**src/rtl/gate_top.sv**
```systemverilog
// Half-adder gate cell: combinational AND/XOR plus registered copies,
// a sticky input-combination bitmap and an input-change counter.
module gate_top #(
  parameter int CNT_W = 8
) (
  input  logic             clk,
  input  logic             rst_n,
  input  logic             a,
  input  logic             b,
  output logic             and_out,
  output logic             xor_out,
  output logic             and_q,
  output logic             xor_q,
  output logic [3:0]       seen,
  output logic [CNT_W-1:0] chg_cnt
);

  logic [1:0]       ab;
  logic             and_d;
  logic             xor_d;
  logic [3:0]       seen_d, seen_q;
  logic [1:0]       prev_ab_d, prev_ab_q;
  logic             prev_valid_d, prev_valid_q;
  logic [CNT_W-1:0] cnt_d, cnt_q;

  assign ab      = {a, b};
  assign and_out = a & b;
  assign xor_out = a ^ b;
  assign seen    = seen_q;
  assign chg_cnt = cnt_q;

  always_comb begin
    and_d        = a & b;
    xor_d        = a ^ b;
    seen_d       = seen_q | (4'b0001 << ab);
    prev_ab_d    = ab;
    prev_valid_d = 1'b1;
    cnt_d        = cnt_q;
    // first sample after reset has nothing to compare against
    if (prev_valid_q && (ab != prev_ab_q))
      cnt_d = cnt_q + CNT_W'(1);
  end

  always_ff @(posedge clk or negedge rst_n) begin
    if (!rst_n) begin
      and_q        <= 1'b0;
      xor_q        <= 1'b0;
      seen_q       <= 4'b0000;
      prev_ab_q    <= 2'b00;
      prev_valid_q <= 1'b0;
      cnt_q        <= '0;
    end else begin
      and_q        <= and_d;
      xor_q        <= xor_d;
      seen_q       <= seen_d;
      prev_ab_q    <= prev_ab_d;
      prev_valid_q <= prev_valid_d;
      cnt_q        <= cnt_d;
    end
  end

endmodule

```
**config.mk**
```make
export PLATFORM = sky130hd
export DESIGN_NAME = gate_top
export DESIGN_NICKNAME = d
export VERILOG_FILES = /design/src/rtl/gate_top.sv
export SDC_FILE = /design/constraint.sdc
export NUM_CORES = 1
export LEC_CHECK = 0
export CAP_MARGIN = 20
export CORE_MARGIN = 4
export CORE_UTILIZATION = 50
export CTS_BUF_LIST = sky130_fd_sc_hd__clkbuf_4
export DETAILED_ROUTE_END_ITERATION = 12
export PLACE_DENSITY = 0.86
export SETUP_SLACK_MARGIN = 0.5
export SYNTH_ARGS = -nofsm -noshare
export SYNTH_HDL_FRONTEND = slang
export SYNTH_SLANG_ARGS = --single-unit
```
**constraint.sdc**
```tcl
create_clock -name clk -period 3.7 [get_ports clk]
set_clock_uncertainty 0.15 [all_clocks]
set_input_delay 0.74 -clock clk [delete_from_list [all_inputs] [get_ports clk]]
set_output_delay 0.74 -clock clk [all_outputs]
set_load 0.05 [all_outputs]
```
* Yosys cells after proc, flatten, opt, wreduce, memory -nomap -nowiden
Index checks and enable logic that the tools add are counted.
Word-level totals: flip-flop bits (word level) 17, bits of input ports 4, word-level logic and storage cells 13
Operators by class: add/subtract/negate cells 1, eq/ne operators 1, shifts and indexed selects 1, bitwise logic cells 3, reduce and logical (&&, ||, !) cells 1
Operators by type and width (number):
- $add A8 B1 Y8 const B | 1
- $or A4 B4 Y4 | 1
- $shl A1 B2 Y4 const A | 1
- $ne A2 B2 Y1 | 1
- $and A1 B1 Y1 | 1
- $logic_and A1 B1 Y1 | 1
- $xor A1 B1 Y1 | 1

* Logic depth before layout (Yosys ltp)
Gate-level depths: netlist of the first run.
depth in word-level cells 2, mapped depth 4, depth with buffers taken out 4

* Worst setup path after synthesis of the first run
Ideal clock, no wire load.
path kind input port to output port, from in a, to out xor_out, arrival 1.329 ns, path slack 1.481 ns, stages on the path 2, buffers on the path 0, cells stage by stage inv_1 ha_1
Between the ends: word-level cells in the longest chain between the ends 1
RTL lines:
- start, declared | RTL line 8 | input logic a,
- $xor A1 B1 Y1 | RTL line 28 | assign xor_out = a ^ b;
- end, declared | RTL line 11 | output logic xor_out,
No other way between the ends.

* Final worst setup path of the first run
from in b, to out and_out
Between the ends: word-level cells in the longest chain between the ends 1
RTL lines:
- start, declared | RTL line 9 | input logic b,
- $and A1 B1 Y1 | RTL line 27 | assign and_out = a & b;
- end, declared | RTL line 10 | output logic and_out,
No other way between the ends.

==> results of run 1 <==
-- where the power goes --
group          switching (mW)  total [mW]  internal (mW)
logic                   0.223       0.339          0.116
registers              0.0570       0.290          0.233
clock network          0.0538       0.103         0.0491
total                   0.334       0.732          0.398
-- cell usage after synthesis (all sizes together) --
| library cell | instances | area share, % |
|---|---|---|
| nor2 | 3 | 1.6 |
| nand2 | 2 | 1.1 |
| nor3 | 4 | 2.9 |
| conb | 1 | 0.55 |
| xor2 | 8 | 10 |
| o21ai | 1 | 0.73 |
| inv | 2 | 1.1 |
| or2 | 4 | 3.7 |
| mux2 | 1 | 1.6 |
| nand4 | 4 | 3.7 |
| ha | 5 | 9.2 |
| dfrtp | 17 | 62 |
| xnor2 | 1 | 1.3 |
-- cell families after synthesis --
group / share of synthesized area (%)
AOI/OAI and AO/OA: 0.732
muxes: 1.65
buffers and inverters: 1.10
xor gates and xnor gates: 11.5
and+or+nand+nor: 13.0
DFF: 62.3
adders and majority gates: 9.16
other: 0.549
-- critical path: stages --
cell and delay (ns):
clkdlybuf4s50_1 0.57, ha_1 0.20, dlygate4sd2_1 0.54
-- layer usage --
layer	global-route usage [%]	vias up	routed length (um)	share of wire, %
met1	16.6	203	512	44
li1	-	220	-	-
met5	0	-	0	0
met4	5.85	0	0	0
met3	3.59	0	90	7.7
met2	24.0	17	566	48
-- metrics by stage --
step | std cells | util [%]
6_report | 91 | 70.6
2_1_floorplan | 53 | -
3_3_place_gp | 87 | 68.4
4_1_cts | 91 | 70.6
5_1_grt | 91 | 70.6
3_5_place_dp | 87 | 68.4
-- how the worst min path moves through the flow --
stage                    start         end  slack [ns]  cells past startpoint
global route           seen[0]     seen[0]        0.35                      1
detailed placement     seen[1]     seen[1]        0.31                      1
floorplan                rst_n       and_q        0.29                      0
finish              chg_cnt[7]  chg_cnt[7]        0.32                      1
CTS                 chg_cnt[7]  chg_cnt[7]        0.32                      1
global placement       seen[3]     seen[3]        0.30                      1
-- final cells by class --
cell class              count  share of cell area, %
inverters                   2                  0.817
well taps                  15                   2.04
flip-flops and latches     17                   46.3
repair buffers             19                   20.3
clock buffers               4                   3.27
multi-input cells          34                   27.2
-- placed cells by master (no fill, tap or decap) --
| cell type | Yosys | final |
|---|---|---|
| buf_4 | 0 | 1 |
| clkbuf_4 | 0 | 4 |
| clkdlybuf4s50_1 | 0 | 17 |
| conb_1 | 1 | 1 |
| dfrtp_1 | 17 | 17 |
| dlygate4sd2_1 | 0 | 1 |
| ha_1 | 5 | 5 |
| inv_1 | 2 | 2 |
| mux2_2 | 1 | 1 |
| nand2_1 | 2 | 2 |
| nand4_1 | 4 | 4 |
| nor2_1 | 3 | 3 |
| nor3_1 | 4 | 4 |
| o21ai_0 | 1 | 1 |
| or2_2 | 4 | 4 |
| xnor2_1 | 1 | 1 |
| xor2_1 | 8 | 8 |
-- flip-flops by register name (all words and copies together) (netlist names) --
name,flops
and_q,1
seen,4
prev_valid_q,1
prev_ab_q,2
xor_q,1
chg_cnt,8
==> results.py, run 1 <==
metrics = {
    "clocking": {
        "cts_buffers": 3,
        "path_clk_slew_ns": 0.09,
        "ctsHoldBuffers": 0,
        "cts_sinks": 17,
        "ctsResizeCount": 1,
        "htree_levels": 1,
        "clockBufferDepth": 2,
        "clk_latency_ns": 0.28,
        "post-cts-setup-buffer-count": 0,
        "cts_tree": "yes",
        "cts_root_buf": "clkbuf_4",
    },
    "grt": {
        "grt_pass1_vias": 498,
        "grt.total_usage_pct": 14.0,
        "antenna_found_initial": 0,
        "grt_start_max_net_pins": 18,
        "grt_pass1_wl_um": 2050,
        "gr-total-overflow": 0,
    },
    "min_path": {
        "hold_path_class": "flop to flop",
    },
    "setup_path": {
        "cp-startpoint": "b",
        "required_ns": 2.81,
        "critPathCaptureType": "output pin",
        "arrival_ns": 2.05,
        "path_class": "input port to output pin",
        "r2r-end": "chg_cnt[1]",
        "cp-start-kind": "input port",
        "cp-endpoint": "and_out",
        "r2r_cells": 3,
        "rr_startpoint": "prev_ab_q[0]",
        "crit_fanout": 5,
        "rrSetupSlack_ns": 2.24,
    },
    "sta": {
        "setup_tns_ns": 0,
        "grt_setup_unrepaired": "false",
        "period_minus_slack_ns": 2.94,
        "slew_violations": 0,
        "hold_viol": 0,
        "setup_viol": 0,
        "slew_headroom_pct": 51.5,
        "fin_hold_ws_ns": 0.318,
        "fmaxAchievable_mhz": 340,
        "min_period_over_period_pct": 79.5,
        "fin_ws_ns": 0.758,
        "worst_pin_slew_ns": 0.725,
    },
    "logic_synthesis": {
        "syn_nets": 62,
        "ys_seq_elements": 17,
        "syn_inst": 53,
        "syn_avg_cell_area_sq_um": 12.9,
        "netlist_area_sq_um": 683,
        "ys_types": 13,
        "yosysSeqAreaShare_pct": 62.3,
        "yosys_warnings": 0,
    },
    "floorplanning": {
        "io_pins": 20,
        "num_rows": 13,
        "dieArea_sq_um": 2020,
        "start_util_pct": 52.5,
        "die_y_um": 45.0,
        "core_sq_um": 1300,
        "die_x_um": 45.0,
    },
    "outcome": {
        "status": "finished, final reports clean",
    },
    "placement": {
        "place_area_sq_um": 890,
        "hpwl_um": 905,
        "dp_slack_ns": 0.466,
        "place.gp.congestion": 0.772,
        "io_buffers": 19,
    },
    "finish": {
        "num_antenna_cells": 0,
        "multi_input_area_sq_um": 250,
        "fillers": 99,
        "drive_gt1_share_pct": 13.2,
        "seq_area_sq_um": 425,
        "nNetsFinal": 86,
        "syn2layout_area_growth_pct": 34.4,
        "finalInstanceArea_sq_um": 918,
    },
    "detailed_routing": {
        "first_iter_violations": 1,
        "drc_errors": 0,
        "via_per_inst": 4.84,
        "drt-total-wl_um": 1170,
        "routed-via-count": 440,
        "avgRoutedWirePerCell_um": 12.8,
        "drt_pass1_iterations": 2,
        "ant_nets": 0,
    },
    "pwr": {
        "power_density_nw_per_um2": 797,
        "vdd_drop_max_mv": 0.349,
        "p_leak_nw": 0.402,
        "power.total_mw": 0.732,
    },
    "run": {
        "maxCapViolCount": 0,
    },
}
Power figures use the tool's default switching activity.
==> inputs of run 2 (changes only) <==
Settings changed: CORE_UTILIZATION 50 to 42, PLACE_DENSITY 0.86 to 0.77.
Clock period 3.7 ns to 2.5 ns, I/O delays scaled along.
==> results.py, run 2 (synthesis results as in run 1) <==
metrics = {
    "clocking": {
        "cts_root_buf": "clkbuf_4",
        "path_clk_slew_ns": 0.09,
        "clockBufferDepth": 2,
        "cts_buffers": 3,
        "htree_levels": 1,
        "clk_latency_ns": 0.28,
        "cts_sinks": 17,
        "ctsResizeCount": 16,
        "cts_tree": "yes",
        "post-cts-setup-buffer-count": 0,
        "ctsHoldBuffers": 0,
    },
    "placement": {
        "place.gp.congestion": 0.799,
        "dp.cells": 88,
        "place_area_sq_um": 913,
        "hpwl_um": 876,
        "io_buffers": 19,
    },
    "floorplanning": {
        "num_rows": 14,
        "io_pins": 20,
        "die_x_um": 48.3,
        "dieArea_sq_um": 2340,
        "core_sq_um": 1520,
        "die_y_um": 48.3,
        "start_util_pct": 44.8,
    },
    "min_path": {
        "hold_path_class": "input port to flop",
        "hp-start": "a",
        "min_to": "prev_ab_q[1]",
        "min_path_cells": 1,
    },
    "sta": {
        "worst_pin_slew_ns": 0.716,
        "hold_viol": 0,
        "fin_hold_ws_ns": 0.245,
        "fmaxAchievable_mhz": 516,
        "setup_tns_ns": 0,
        "min_period_over_period_pct": 77.5,
        "period_minus_slack_ns": 1.94,
        "slew_violations": 0,
        "setup_viol": 0,
        "grt_setup_unrepaired": "false",
        "slew_headroom_pct": 52.1,
    },
    "finish": {
        "seq_area_sq_um": 425,
        "largest_reg_flops": 8,
        "final_common_cell": "dfrtp_1",
        "nNetsFinal": 86,
        "fin_cells": 92,
        "multi_input_area_sq_um": 250,
        "syn2layout_area_growth_pct": 34.1,
        "final_cell_mix": "dfrtp_1 (17), dlygate4sd2_1 (12), xor2_1 (8), ha_1 (5)",
        "num_antenna_cells": 0,
        "fillers": 146,
        "drive_gt1_share_pct": 17.1,
        "finalInstanceArea_sq_um": 916,
    },
    "setup_path": {
        "cp_top_family": "buffers and inverters",
        "arrival_ns": 1.29,
        "cp-start-kind": "flop",
        "crit_slowest_cell": "clkdlybuf4s15_1",
        "crit_path_max_incr_delay_ns": 0.53,
        "rr_startpoint": "prev_ab_q[1]",
        "path_buf_inv": 1,
        "path_class": "flop to output pin",
        "r2r_cells": 3,
        "r2r-end": "chg_cnt[1]",
        "required_ns": 1.85,
        "rrSetupSlack_ns": 1.06,
        "path_cells": "clkdlybuf4s15_1",
        "crit_fanout": 6,
        "critPathCaptureType": "output pin",
    },
    "grt": {
        "gr-total-overflow": 0,
        "grt_start_max_net_pins": 18,
        "antenna_found_initial": 0,
        "grt.total_usage_pct": 10.9,
        "grt_pass1_wl_um": 2030,
        "grt_pass1_vias": 482,
    },
    "detailed_routing": {
        "drc_errors": 0,
        "first_iter_violations": 6,
        "routed-via-count": 453,
        "drt-total-wl_um": 1120,
        "drt_pass1_iterations": 3,
        "via_per_inst": 4.92,
        "avgRoutedWirePerCell_um": 12.2,
        "ant_nets": 0,
    },
    "run": {
        "maxCapViolCount": 0,
    },
    "pwr": {
        "power_density_nw_per_um2": 1120,
        "p_leak_nw": 0.409,
        "vdd_drop_max_mv": 0.378,
    },
    "outcome": {
        "status": "finished, final reports clean",
    },
}
-- run 2: cell count changes in the layout (fill, tap and decap cells not counted), sizes merged --
cell / change
buf: +1
clkbuf: +1
clkdlybuf4s15: +2
clkdlybuf4s50: -16
clkinv: +1
dlygate4sd2: +11
-- run 2: worst max-delay path by stage --
stage	start	to	slack, ns	cells after the start
after floorplan	a	xor_out	0.76	2
after global placement	b	xor_out	0.21	4
after detailed placement	a	xor_out	0.17	4
after CTS	a	xor_out	0.43	4
after global routing	chg_cnt[0]	chg_cnt[0]	0.50	1
final	chg_cnt[0]	chg_cnt[0]	0.56	1
-- run 2: stage by stage --
| stage | util [%] | worst slack, ns | total power, mW |
|---|---|---|---|
| after floorplan | - | 0.761 | 0.757 |
| after global placement | 59.9 | 0.207 | 0.934 |
| after detailed placement | 59.9 | 0.166 | 0.948 |
| after CTS | 60.4 | 0.435 | 1.04 |
| after global routing | 60.1 | 0.503 | 1.10 |
| final | 60.1 | 0.563 | 1.03 |
-- run 2: area by class of cell --
class	count	share of cell area (%)
Multi-Input combinational cell	34	27.3
Clock buffer	3	2.46
Inverter	2	0.820
Sequential cell	17	46.4
Timing Repair Buffer	19	20.2
Clock inverter	1	0.546
Tap cell	16	2.19
-- run 2: metal layers --
metal	up-vias	wire [um]	global-route usage (%)
li1	219	-	-
met1	211	503	13.3
met2	20	511	17.4
met3	3	85	3.07
met4	0	23	5.53
met5	-	0	0
-- run 2: power by group --
part | total (mW) | internal [mW] | switching [mW]
combinational | 0.463 | 0.134 | 0.329
clock | 0.139 | 0.0594 | 0.0793
sequential | 0.424 | 0.345 | 0.0796
total | 1.03 | 0.538 | 0.487
